===== config.mk =====
export PLATFORM = sky130hd
export DESIGN_NAME = chacha_keystream_xor
export DESIGN_NICKNAME = d
export VERILOG_FILES = /design/src/rtl/chacha_pkg.sv /design/src/rtl/chacha_byte_mask.sv /design/src/rtl/chacha_keystream_xor.sv
export SDC_FILE = /design/constraint.sdc
export NUM_CORES = 1
export LEC_CHECK = 0
export BUFFER_PORTS_ARGS = -buffer_cell sky130_fd_sc_hd__buf_2
export CELL_PAD_IN_SITES_DETAIL_PLACEMENT = 1
export CELL_PAD_IN_SITES_GLOBAL_PLACEMENT = 1
export CORE_MARGIN = 5
export CORE_UTILIZATION = 41
export CTS_BUF_LIST = sky130_fd_sc_hd__clkbuf_4
export DETAILED_ROUTE_END_ITERATION = 10
export PLACE_DENSITY = 0.86
export SLEW_MARGIN = 30
export SYNTH_ARGS = -nofsm -noshare
export SYNTH_HDL_FRONTEND = slang
export SYNTH_SLANG_ARGS = --single-unit

===== constraint.sdc =====
create_clock -name clk -period 17.4 [get_ports clk]
set_input_delay 3.48 -clock clk [delete_from_list [all_inputs] [get_ports clk]]
set_output_delay 3.48 -clock clk [all_outputs]
set_load 0.05 [all_outputs]

===== src/rtl/chacha_pkg.sv =====
`default_nettype none
// +--------------------------------------------------------------------+
// | chacha_pkg : shared ChaCha20 types for engine, builder and XOR     |
// | Rev 1.0                                                            |
// +--------------------------------------------------------------------+
package chacha_pkg;
    typedef logic [31:0] word_t;
    typedef word_t [3:0][3:0] chacha_matrix_t;

    localparam int WORDS_PER_BLOCK = 16;

    typedef enum logic [0:0] {
        EMPTY  = 1'b0,
        LOADED = 1'b1
    } ks_state_t;
endpackage
`default_nettype wire


===== src/rtl/chacha_byte_mask.sv =====
`default_nettype none
// +--------------------------------------------------------------------+
// | chacha_byte_mask : expands 4 byte enables into a 32-bit lane mask  |
// | Rev 1.0                                                            |
// +--------------------------------------------------------------------+
module chacha_byte_mask
    import chacha_pkg::*;
(
    input  logic [3:0] keep,
    output word_t      mask
);
    for (genvar i = 0; i < 4; i++) begin : g_byte
        assign mask[8*i +: 8] = {8{keep[i]}};
    end
endmodule
`default_nettype wire


===== src/rtl/chacha_keystream_xor.sv =====
`default_nettype none
// +--------------------------------------------------------------------+
// | chacha_keystream_xor : buffers one keystream block and XORs it     |
// | word-by-word into a plaintext stream. Rev 1.0                      |
// +--------------------------------------------------------------------+
module chacha_keystream_xor
    import chacha_pkg::*;
#(
    parameter int CNT_W = 32
) (
    input  logic             clk,
    input  logic             rst,
    input  chacha_matrix_t   ks_block,
    input  logic             ks_valid,
    output logic             ks_ready,
    input  logic [31:0]      pt_data,
    input  logic [3:0]       pt_keep,
    input  logic             pt_last,
    input  logic             pt_valid,
    output logic             pt_ready,
    output logic [31:0]      ct_data,
    output logic [3:0]       ct_keep,
    output logic             ct_last,
    output logic             ct_valid,
    input  logic             ct_ready,
    output logic [CNT_W-1:0] blk_count
);
    localparam logic [3:0]       c_LAST_IDX = 4'(WORDS_PER_BLOCK - 1);
    localparam logic [CNT_W-1:0] c_CNT_ONE  = {{(CNT_W-1){1'b0}}, 1'b1};

    ks_state_t      r_state;
    chacha_matrix_t r_ks;
    logic [3:0]     r_idx;
    word_t          w_mask;
    word_t          w_ks_word;
    logic           w_fire;
    logic           w_release;
    logic           w_capture;

    chacha_byte_mask u_mask (
        .keep (pt_keep),
        .mask (w_mask)
    );

    // Row-major walk: idx[3:2] picks the row, idx[1:0] the column.
    assign w_ks_word = r_ks[r_idx[3:2]][r_idx[1:0]];

    assign pt_ready  = (r_state == LOADED) && (!ct_valid || ct_ready);
    assign w_fire    = pt_valid && pt_ready;
    assign w_release = w_fire && ((r_idx == c_LAST_IDX) || pt_last);
    // Opening the buffer during release lets a waiting block land with no bubble.
    assign ks_ready  = (r_state == EMPTY) || w_release;
    assign w_capture = ks_valid && ks_ready;

    // Keystream contents are don't-care until a capture, so no reset is needed.
    always_ff @(posedge clk) begin
        if (w_capture) begin
            r_ks <= ks_block;
        end
    end

    always_ff @(posedge clk) begin
        if (rst) begin
            r_state   <= EMPTY;
            r_idx     <= '0;
            ct_data   <= '0;
            ct_keep   <= '0;
            ct_last   <= 1'b0;
            ct_valid  <= 1'b0;
            blk_count <= '0;
        end else begin
            if (w_fire) begin
                ct_data  <= (pt_data ^ w_ks_word) & w_mask;
                ct_keep  <= pt_keep;
                ct_last  <= pt_last;
                ct_valid <= 1'b1;
            end else if (ct_ready) begin
                ct_valid <= 1'b0;
            end

            if (w_release) begin
                blk_count <= blk_count + c_CNT_ONE;
            end

            if (w_capture) begin
                r_state <= LOADED;
                r_idx   <= '0;
            end else if (w_release) begin
                r_state <= EMPTY;
                r_idx   <= '0;
            end else if (w_fire) begin
                r_idx <= r_idx + 4'd1;
            end
        end
    end
endmodule
`default_nettype wire


; Yosys cells after proc, flatten, opt, wreduce, memory -nomap -nowiden
; Cells that the tools add are included.
[word_totals]
regBits = 587
out_inout_bits = 72
[op_classes]
addsub = 2
order_cmp = 2
n_eq_ne = 1
n_mux = 8
bitwise_logic = 3
reduce_logical = 11
[ops]
columns = op, count
row1 = 128-bit binary-select mux with 2-bit select, 1
row2 = 128-bit 2-to-1 mux, 1
row3 = 32-bit binary-select mux with 2-bit select, 1
row4 = 32-bit by 1-bit adder with 32-bit output (second input constant), 1
row5 = 32-bit AND, 1
row6 = 32-bit 2-to-1 mux, 1
row7 = 32-bit XOR, 1
row8 = 2-bit by 3-bit less-than comparator with 1-bit output (second input constant), 2
row9 = 4-bit by 1-bit adder with 4-bit output (second input constant), 1
row10 = 4-bit == test (second input constant), 1
row11 = 1-bit logical AND, 4
row12 = 1-bit 2-to-1 mux, 4
row13 = 2-bit nonzero test, 2
row14 = 1-bit logical OR, 3
row15 = 3-bit OR reduction, 1
row16 = 1-bit zero test, 1
row17 = 1-bit NOT, 1

; Logic depth before layout (Yosys ltp)
[depth]
word_depth = 8
mapped_depth = 7
depth_no_buf = 6

; By module
; Synthesis repeated with hierarchy kept, for this count alone.
[unflattened]
hier_cells = 1144
hier_area_um2 = 22860.7
[modules_own_cells]
columns = mod, n_inst, cells_per_inst, area_per_inst_um2
row1 = chacha_keystream_xor, 1, 1112, 22620.4
row2 = chacha_byte_mask, 1, 32, 240.2

; Least setup slack after synthesis
; Ideal clock, no wire load.
[synth_timing]
path_type = input to register
from = input port ct_ready
to = register r_ks[0] (netlist name) (enable)
setup_ns = 0.941
arrival_time_ns = 16.062
required_ns = 16.459
slack_ns = 0.398
path_stages = 5
path_buffers = 1
cell_sequence = nand2b_1 nand4_2 buf_1 nand2_1 and2_1
[synth_via]
elab_chain_len = 6
[synth_lines]
columns = element, line_no
row1 = start: declaration, chacha_keystream_xor.sv:25  ; input logic ct_ready,
row2 = 1-bit logical OR, chacha_keystream_xor.sv:48  ; assign pt_ready = (r_state == LOADED) && (!ct_valid || ct_ready);
row3 = 1-bit logical AND, chacha_keystream_xor.sv:48
row4 = 1-bit logical AND, chacha_keystream_xor.sv:49  ; assign w_fire = pt_valid && pt_ready;
row5 = 1-bit logical AND, chacha_keystream_xor.sv:50  ; assign w_release = w_fire && ((r_idx == c_LAST_IDX) || pt_last);
row6 = 1-bit logical OR, chacha_keystream_xor.sv:52  ; assign ks_ready = (r_state == EMPTY) || w_release;
row7 = net ks_ready, chacha_keystream_xor.sv:15  ; output logic ks_ready,
row8 = 1-bit logical AND, chacha_keystream_xor.sv:53  ; assign w_capture = ks_valid && ks_ready;
row9 = net w_capture, chacha_keystream_xor.sv:38  ; logic w_capture;
row10 = end signal: assignment, chacha_keystream_xor.sv:58  ; r_ks <= ks_block;
row11 = end: declaration, chacha_keystream_xor.sv:32  ; chacha_matrix_t r_ks;
; The timed path passes the listed nets, and every way through them passes these cells.
; A chain may end at the register's enable or synchronous reset.

; Worst setup path in the final report
[layout_timing]
from = input port ct_ready
to = output port ks_ready
[layout_via]
elab_chain_len = 5
[layout_lines]
columns = element, line_no
row1 = 1-bit logical OR, chacha_keystream_xor.sv:48
row2 = 1-bit logical AND, chacha_keystream_xor.sv:48
row3 = 1-bit logical AND, chacha_keystream_xor.sv:49
row4 = 1-bit logical AND, chacha_keystream_xor.sv:50
row5 = 1-bit logical OR, chacha_keystream_xor.sv:52
row6 = end: declaration, chacha_keystream_xor.sv:15
; Every way passes these cells.

==> results.sh <==
export IMPL_status="finished, final reports clean"
export IMPL_fin_nets=2421
export IMPL_htreeDepth=4
export IMPL_synthArstFlopShare=0
export IMPL_gp_congestion=0.839
export IMPL_track_usage=0.247
export IMPL_critPathMaxStageDelay_ns=0.61
export IMPL_final_antenna_net_count=0
export IMPL_required_ns=13.92
export IMPL_rsz0062_at_grt="false"
export IMPL_syn_cell_area_sq_um=22800
export IMPL_area_growth_pct=26.9
export IMPL_rr_endpoint="r_ks[305]"
export IMPL_syn_area_per_cell_sq_um=20.2
export IMPL_cp_arrival_ns=5.11
export IMPL_hold_viol=0
export IMPL_yosysSeqAreaShare=0.739
export IMPL_p_leak_uw=0.0108
export IMPL_die_width_um=246
export IMPL_cp_cell_sequence="buf_2 > nand2b_1 > nand4_2 > nand2_1 > buf_2"
export IMPL_seqPwrFrac=0.523
export IMPL_vias=14890
export IMPL_skew_ns=0.0750
export IMPL_period_needed_ns=8.59
export IMPL_clock_latency_ns=0.99
export IMPL_ff2ff_setup_slack_ns=12.02
export IMPL_cts_tree="built"
export IMPL_synth_xor_area_frac=0.00883
export IMPL_tns_ns=0
export IMPL_fin_crit_sh=0.494
export IMPL_overflow=0
export IMPL_antenna_found_initial=39
export IMPL_ys_types=40
export IMPL_cts_hold_fix_buffers=0
export IMPL_p_switching_uw=770
export IMPL_die_area_sq_um=60500
export IMPL_io_pins=626
export IMPL_finalWirelength_mm=75.8
export IMPL_grt_max_degree=89
export IMPL_first_pass_iters=7
export IMPL_hp_start="ct_data[28]"
export IMPL_rr_startpoint="r_idx[1]"
export IMPL_slowest_stage="nand4_2"
export IMPL_wl_per_cell_um=27.4
export IMPL_max_freq_mhz=116
export IMPL_max_slew_margin=0.315
export IMPL_die_y_um=246
export IMPL_syn_nets=1685
export IMPL_cellPowerDensity_nw_per_um2=109
export IMPL_cap_violations=0
export IMPL_final_max_slew_viol_count=0
export IMPL_cts_clk_slew_worst_paths_ns=0.05
export IMPL_swShare=0.243
export IMPL_synth_cells=1129
export IMPL_path_max_fanout=26
export IMPL_comb_power_share=0.078
export IMPL_startpoint="ct_ready"
export IMPL_stdcell_count=2766
export IMPL_synth_fa_ha_area_frac=0.00110
export IMPL_drive_gt1_frac=0.557
export IMPL_cts_sinks=587
export IMPL_clockBufferDepth=3
export IMPL_cp_endpoint="ks_ready"
export IMPL_pwr_share_clk=0.399
export IMPL_start_util=0.414
export IMPL_hold_path_class="flop to flop"
export IMPL_vdd_drop_max_v=0.0000711
export IMPL_place_inst=2453
export IMPL_cpMostUsedCell="buf_2"
export IMPL_rows=86
export IMPL_critPathLaunchType="input pin"
export IMPL_postCtsSetupBuffers=0
export IMPL_fillCellCount=5465
export IMPL_worst_pin_slew_ns=1.03
export IMPL_grt_pass1_wl_mm=109
export IMPL_rr_worst_depth=8
export IMPL_layout_common_cells="625 x buf_2, 512 x edfxtp_1, 236 x clkbuf_4"
export IMPL_dp_hpwl_mm=54.4
export IMPL_setup_violations=0
export IMPL_synth_area_mux_share=0.161
export IMPL_synth_top_family_by_area="multiplexers"
export IMPL_synth_simple_gate_area_frac=0.0300
export IMPL_synth_compound_area_share=0.0454
export IMPL_first_global_vias=16929
export IMPL_cts_buffers=156
export IMPL_ys_seq_elements=587
export IMPL_cts_root_buf="clkbuf_4"
export IMPL_core_area_sq_um=55100
export IMPL_final_common_cell="buf_2"
export IMPL_viasPerCell=5.38
export IMPL_drcViolationCount=0
export IMPL_post_cts_resized=0
export IMPL_ys_flop_type="edfxtp_1"
export IMPL_port_buffers=625
export IMPL_synth_edf_count=512
export IMPL_drt_iter0_markers=1156
export IMPL_internal_power_uw=2400
export IMPL_ys_warn_count=0
export IMPL_end_kind="primary output"
export IMPL_criticalPathCategory="input pin to primary output"
## how the worst min path moves through the flow
stage / endpoint / slack (ns) / depth (start not counted)
after floorplan: r_state / 0.55 / 2
after global placement: ct_data[26] / 0.46 / 1
after detailed placement: ct_data[4] / 0.46 / 1
after CTS: ct_data[28] / 0.48 / 1
after global routing: ct_data[9] / 0.50 / 1
final: ct_data[28] / 0.48 / 1
## critical path: cells and delay by family
family,cells,cell delay [ns]
and+or+nand+nor,3,1.19
buffers and inverters,2,0.43
## registers in the layout (all words and copies together) (netlist names)
signal / flops
ct_last: 1
r_ks: 512
ct_keep: 4
blk_count: 32
ct_data: 32
ct_valid: 1
r_idx: 4
r_state: 1
## per-layer routing
| layer | GRT usage | share of wire | routed length (um) | up-vias |
|---|---|---|---|---|
| met5 | 0 | 0.0025 | 193 | - |
| met4 | 0.118 | 0.039 | 2930 | 30 |
| met2 | 0.436 | 0.53 | 40500 | 809 |
| met3 | 0.0904 | 0.084 | 6390 | 190 |
| met1 | 0.261 | 0.34 | 25800 | 7485 |
| li1 | - | - | - | 6376 |
## stage by stage
stage	setup slack (ns)	power (uW)	util	cell area, sq um	hold slack (ns)
after floorplan	0.398	1830	-	22800	0.548
after global placement	9.00	1910	0.485	26700	0.458
after detailed placement	8.87	1930	0.485	26700	0.463
after CTS	8.82	3200	0.523	28800	0.478
after global routing	8.73	3310	0.526	29000	0.501
final	8.81	3170	0.526	29000	0.480
## final cells by class
type,instances,area (sq um),area share
timing repair buffer,641,3320,0.115
multi-input combinational,471,5640,0.195
tap,748,936,0.0323
sequential,587,16900,0.583
clock inverter,44,298,0.0103
antenna,31,77.6,0.00268
inverter,8,30.0,0.00104
clock buffer,236,1770,0.0612
## cell usage after synthesis, types with 4 or more instances
| cell | count | area, sq um |
|---|---|---|
| xor2_1 | 4 | 35.0 |
| mux2_2 | 64 | 721 |
| edfxtp_1 | 512 | 15400 |
| nand2_1 | 19 | 71.3 |
| and3_1 | 4 | 25.0 |
| o21ai_0 | 8 | 40.0 |
| o221ai_1 | 32 | 280 |
| buf_1 | 14 | 52.6 |
| buf_6 | 5 | 56.3 |
| nor3_1 | 14 | 70.1 |
| nor4_1 | 9 | 56.3 |
| nand4_1 | 7 | 43.8 |
| inv_1 | 8 | 30.0 |
| buf_4 | 6 | 45.0 |
| nand3_1 | 10 | 50.1 |
| mux4_2 | 128 | 2880 |
| nor2_1 | 32 | 120 |
| dfxtp_1 | 75 | 1500 |
| a21oi_1 | 13 | 65.1 |
| and4_1 | 4 | 35.0 |
| clkbuf_1 | 32 | 120 |
| a22o_1 | 32 | 280 |
| xnor2_1 | 19 | 166 |
| or3_1 | 12 | 75.1 |
| buf_2 | 5 | 25.0 |
| mux2i_1 | 6 | 60.1 |
| a221o_1 | 32 | 320 |
## power by group through the flow
stage / clock (uW) / sequential, uW / combinational (uW)
CTS: 1290 / 1660 / 246
global route: 1390 / 1660 / 261
global placement: 0 / 1680 / 230
floorplan: 0 / 1740 / 93.6
detailed placement: 0 / 1690 / 244
finish: 1260 / 1660 / 247
## logic make-up (layout without fill, tap and decap cells)
group / after synthesis / in the layout
compound gates: 123 / 123
xor+xnor: 23 / 23
fa+ha+maj: 2 / 2
buf+inv: 71 / 929
flops: 587 / 587
mux: 198 / 198
other cells: 0 / 31
simple gates: 125 / 125
No activity file was read; power rests on OpenSTA's default activity.
